<file path="config.mk">
export PLATFORM = sky130hd
export DESIGN_NAME = generation_counter_display
export DESIGN_NICKNAME = d
export VERILOG_FILES = /design/src/rtl/generation_counter_display.sv
export SDC_FILE = /design/constraint.sdc
export NUM_CORES = 1
export LEC_CHECK = 0
export ABC_AREA = 1
export CAP_MARGIN = 20
export CORE_UTILIZATION = 30
export DETAILED_ROUTE_END_ITERATION = 16
export PLACE_DENSITY = 0.55
export SYNTH_ARGS = -nofsm -noshare
export SYNTH_HDL_FRONTEND = slang
export SYNTH_SLANG_ARGS = --single-unit
</file>
<file path="constraint.sdc">
create_clock -name clk -period 2.35 [get_ports clk]
set_clock_uncertainty 0.15 [all_clocks]
set_input_delay 0.235 -clock clk [delete_from_list [all_inputs] [get_ports clk]]
set_output_delay 0.235 -clock clk [all_outputs]
set_load 0.02 [all_outputs]
</file>
<file path="src/rtl/generation_counter_display.sv">
// Decimal generation counter for the Game of Life board with its own tick divider.
// Drives NUM_DIGITS active-low seven-segment displays, digit 0 (ones) in hex[6:0].
module generation_counter_display #(
    parameter int NUM_DIGITS    = 4,
    parameter int TICK_DIV      = 33_000_000,
    parameter int BLANK_LEADING = 1
) (
    input  logic                    clk,
    input  logic                    reset,
    input  logic                    start,
    input  logic                    pause,
    input  logic                    clear,
    output logic [7*NUM_DIGITS-1:0] hex,
    output logic                    genTick,
    output logic                    overflow
);

    localparam int DW = $clog2(TICK_DIV);
    localparam logic [DW-1:0] DIV_LAST = DW'(TICK_DIV - 1);

    localparam logic [1:0] OFF   = 2'd0;
    localparam logic [1:0] RUN   = 2'd1;
    localparam logic [1:0] PAUSE = 2'd2;

    logic [1:0]                 state;
    logic [DW-1:0]              div;
    logic [NUM_DIGITS-1:0][3:0] digits;
    logic [NUM_DIGITS-1:0][3:0] digits_inc;
    logic                       tick;
    logic                       all_nine;
    logic                       carry;
    logic                       zero_run;
    logic                       blank;

    function automatic logic [6:0] seg(input logic [3:0] d);
        logic [6:0] s;
        case (d)
            4'd0:    s = 7'b1000000;
            4'd1:    s = 7'b1111001;
            4'd2:    s = 7'b0100100;
            4'd3:    s = 7'b0110000;
            4'd4:    s = 7'b0011001;
            4'd5:    s = 7'b0010010;
            4'd6:    s = 7'b0000010;
            4'd7:    s = 7'b1111000;
            4'd8:    s = 7'b0000000;
            4'd9:    s = 7'b0010000;
            default: s = 7'b1111111;
        endcase
        return s;
    endfunction

    assign tick = (state == RUN) && (div == DIV_LAST);

    // BCD ripple increment of the whole count, plus all-nines detection for wrap
    always_comb begin
        carry      = 1'b1;
        all_nine   = 1'b1;
        digits_inc = digits;
        for (int i = 0; i < NUM_DIGITS; i++) begin
            all_nine = all_nine && (digits[i] == 4'd9);
            if (carry) begin
                if (digits[i] == 4'd9) begin
                    digits_inc[i] = 4'd0;
                end else begin
                    digits_inc[i] = digits[i] + 4'd1;
                    carry         = 1'b0;
                end
            end
        end
    end

    // Run-control state: OFF only leaves on start, RUN/PAUSE follow the pause level
    always_ff @(posedge clk) begin
        if (reset) begin
            state <= OFF;
        end else begin
            case (state)
                OFF:     if (start)  state <= RUN;
                RUN:     if (pause)  state <= PAUSE;
                PAUSE:   if (!pause) state <= RUN;
                default: state <= OFF;
            endcase
        end
    end

    // Tick divider: advances only in RUN, frozen in PAUSE, parked at zero in OFF
    always_ff @(posedge clk) begin
        if (reset) begin
            div <= '0;
        end else if (state == OFF) begin
            div <= '0;
        end else if (state == RUN) begin
            div <= tick ? '0 : div + 1'b1;
        end
    end

    // Count and sticky overflow; clear beats a same-cycle tick
    always_ff @(posedge clk) begin
        if (reset) begin
            digits   <= '0;
            overflow <= 1'b0;
        end else if (clear) begin
            digits   <= '0;
            overflow <= 1'b0;
        end else if (tick) begin
            digits <= digits_inc;
            if (all_nine) overflow <= 1'b1;
        end
    end

    // Generation pulse lines up with the freshly incremented count
    always_ff @(posedge clk) begin
        if (reset) genTick <= 1'b0;
        else       genTick <= tick;
    end

    // Segment drive, blanking leading zeros from the top digit downward
    always_comb begin
        zero_run = 1'b1;
        blank    = 1'b1;
        hex      = '1;
        for (int i = NUM_DIGITS - 1; i >= 0; i--) begin
            zero_run = zero_run && (digits[i] == 4'd0);
            blank    = (state == OFF) ||
                       ((BLANK_LEADING != 0) && (i != 0) && zero_run);
            hex[7*i +: 7] = blank ? 7'b1111111 : seg(digits[i]);
        end
    end

endmodule

</file>
==> results of run 1 <==
==> cells by family after synthesis <==
kind of cell               after synthesis
and+or+nand+nor                        377
buffers and inverters                  113
DFF                                     73
AOI/OAI and AO/OA                       45
adders and majority gates               23
xor gates and xnor gates                 4
==> final cells by class <==
cell class	count	area (um^2)
clock buffers	12	256
clock inverters	3	40.0
fillers	1393	7890
inverters	106	400
multi-input cells	449	2640
flip-flops and latches	73	1470
well taps	180	225
repair buffers	121	1000
==> layout by cell type (no fill, tap or decap), types with 10 or more instances in the layout <==
cell type          n
nand3_1           58
o21ai_0           12
nor3_1            11
nor2_4            13
nor2_1            50
buf_4             86
dfxtp_1           64
inv_1             90
nand4_1           19
nand2_2           22
clkdlybuf4s50_1   18
a21oi_1           18
nand3_2           10
ha_1              21
nand2_1          152
or2_2             14
inv_2             15
==> cells in the mapped netlist <==
library cell and number:
nor3_2 1, xnor2_1 1, a31oi_1 4, dfxtp_1 73, nor2_1 61, nand3b_4 1, inv_2 11, nand3_2 6
a2bb2oi_1 1, nand4_1 19, o21ai_1 3, nor2_4 5, nor3_1 12, inv_1 95, nand3_1 67, xor2_1 3
or2_2 14, nor2_8 1, a21oi_1 21, o21bai_2 1, o21ai_0 12, nand3b_2 1, nor4_1 1, nand2_4 2
clkbuf_1 2, ha_1 23, nand2_1 162, nand3_4 3, nor3b_1 2, nand2_2 13, buf_4 1, buf_12 1
nor2_2 6, a211oi_1 1, o31ai_1 2, buf_2 3
==> worst max-delay path: cells and delay by family (launching register included) <==
family	cells	cell delay, ns
DFF	1	0.32
and+or+nand+nor	2	0.25
buffers and inverters	3	0.93
AOI/OAI and AO/OA	1	0.07
==> per-layer routing <==
layer  wire length, um  share of wire  up-vias
li1                  -              -     2259
met1              5350           0.50     1877
met2              4800           0.45       59
met3               275          0.026       12
met4               184          0.017        0
met5                 0              0        -
==> power breakdown <==
part / switching [mW] / internal [mW] / total, mW
logic: 0.0882 / 0.0788 / 0.167
registers: 0.00213 / 1.24 / 1.24
clock network: 0.510 / 0.870 / 1.38
==> timing repair <==
item,4_1_cts,5_1_grt
pin swaps,2,26
gates resized for setup,21,72
endpoints found under the setup margin,18,45
setup buffers,2,13
==> worst max path at each step <==
| stage | endpoint | depth (start not counted) | start | slack (ns) |
|---|---|---|---|---|
| finish | hex[23] | 6 | state[0]$_SDFFE_PP0P_ | 0.05 |
| detailed placement | register | 13 | div[0]$_SDFFE_PP0N_ | -0.05 |
| floorplan | register | 14 | div[0]$_SDFFE_PP0N_ | 0.008 |
| global placement | register | 13 | div[0]$_SDFFE_PP0N_ | 0.02 |
| CTS | hex[23] | 5 | digits[12]$_SDFFE_PP0N_ | 0.006 |
| global route | register | 17 | state[1]$_SDFFE_PP0P_ | -0.08 |
==> metrics by stage <==
step                TNS [ns]  power (mW)  hold WS (ns)  cells  setup slack [ns]
detailed placement    -0.138        1.43         0.309    914           -0.0453
global placement           0        1.43         0.303    914            0.0179
finish                     0        2.79         0.304    944            0.0536
floorplan                  0        1.35         0.154    635           0.00831
CTS                        0        2.82         0.302    931           0.00551
global route          -0.476        2.89         0.329    944           -0.0828
==> key figures, run 1 <==
Clock tree
  • CTS buffer count: 9
  • Clk pin slew, worst setup/hold paths: 0.06 ns
  • Maximum clock path buffer count: 2
  • # hold bufs at CTS: 0
  • CTS tree: done
  • Clock Tree Root: clkbuf_16
  • Worst skew pair latency: 0.34 ns
  • H-tree depth: 3
  • Clock sink count: 73

Final layout
  • Post-route cell area: about 6000 um^2
  • Share of cells above drive strength 1: 0.287
  • Final-stage net count: 788
  • N_diodes: 0
  • Final core occ: 0.434
  • Area Growth Syn to Fin: 40.1%

Timing
  • Worst-margin pin slew: ~0.39 ns
  • Final hold violation count: 0
  • Setup-failing EPs final: 0
  • Final period util: 0.977
  • Worst rel slew slack: 0.735
  • Highest clock rate: roughly 440 MHz
  • Fin crit period: 2.30 ns
  • Slew Limit Fails: 0
  • RSZ-0062 raised after global routing: true

Yosys
  • Fraction of synthesized area in multiplexers: 0
  • Post-Synth Simple-Gate Area: 0.425
  • Yosys warning total: 0
  • Syn Inst Count: around 640
  • Synth area leader: dfxtp_1
  • Largest family of logic cells by synthesized area: simple AND/OR/NAND/NOR gates
  • Synthesized Nets: around 660
  • Sequential share of the synthesized area: 0.339
  • Post-synthesis compound-gate area fraction: 0.0575
  • Post-synthesis cell area: approximately 4300 um^2
  • Synth Area in Adders: 0.0667
  • Syn Area/Cell: roughly 6.8 um^2
  • Synth cell types: 36
  • Area fraction of the dominant cell type after synthesis: 0.339
  • Synth Area in XOR/XNOR: 0.00813
  • Synth Register Bits: 73
  • Synth area leaders: dfxtp_1 34%, nand2_1 14%, inv_1 8.3%, nand3_1 7.8%, ha_1 6.7%

Setup path
  • Setup Crit Path Kind: register to output pin
  • Crit path cell chain: buf_4, nor2_2, a31oi_2, buf_4, nand2_1, clkdlybuf4s50_1
  • Worst endpoint required time: approximately 2.0 ns
  • R2r setup slk: around 0.08 ns
  • Slowest stage delay, CP: 0.61 ns
  • Crit-path slowest cell: clkdlybuf4s50_1
  • Most frequent CP cell: buf_4
  • R2R Path Start: state[0]$_SDFFE_PP0P_
  • Worst Path Arrival: roughly 1.9 ns
  • Endpoint class of the critical path: output pin
  • Startpoint Class: register
  • Worst Reg-to-Reg Cells: 15
  • CP max FO: 7

GRT
  • Grt ovf: 0
  • Global Route Usage Sum: 0.150
  • Initial antenna violation count: 0
  • Routing usage on met1: 0.207
  • Global-route wire length before repair: between 15000 and 20000 um
  • Largest net degree at the start of global routing: 12
  • Met2 Use GR: 0.225
  • Vias in the first global route: 3872
  • Met3 Resource Use GR: 0.0262
  • Gr busiest metal: met2

Place
  • Placement Cell Area: about 5400 um^2
  • Placer Congestion: between 0.8 and 0.9
  • I/O Buffers: 34
  • Post-DP HPWL: roughly 8200 um

Die
  • Total die area: 14900 um^2
  • Die span in y: 122 um
  • Initial Util: 0.309
  • Core area: around 14000 um^2
  • Chip width: 122 um
  • Row count: between 40 and 50
  • Top-level I/O count: 35

Min path
  • Hold Path Origin: start
  • Hold Path Class: input pin to register
  • WHS Endpoint: state[0]$_SDFFE_PP0P_
  • Hold path cells: 3

Outcome
  • Status: complete, no violations

Job
  • Total of max-cap violations: 0

Power
  • Pwr/cell area: 462 nW/um^2
  • Reported leakage power: roughly 2.7 nW
  • Maximum VDD drop: between 0.2 and 0.3 mV

Detailed routing
  • Final wirelength: approximately 11000 um
  • Iter 0 DRT Violations: 223
  • Pre-Repair DR Iteration Count: 5
  • # DRC: 0
  • Via count: between 4000 and 5000
  • Via density: roughly 4.5
  • Antenna Violating Nets Remaining: 0
  • DR WL/cell: 11.2 um
Note: power is estimated with default switching activity, not from simulation.
==> inputs of run 2 (changes only) <==
SLEW_MARGIN = 20   (was default)
==> results of run 2 <==
Final layout, timing and power as in run 1 (identical DEF).
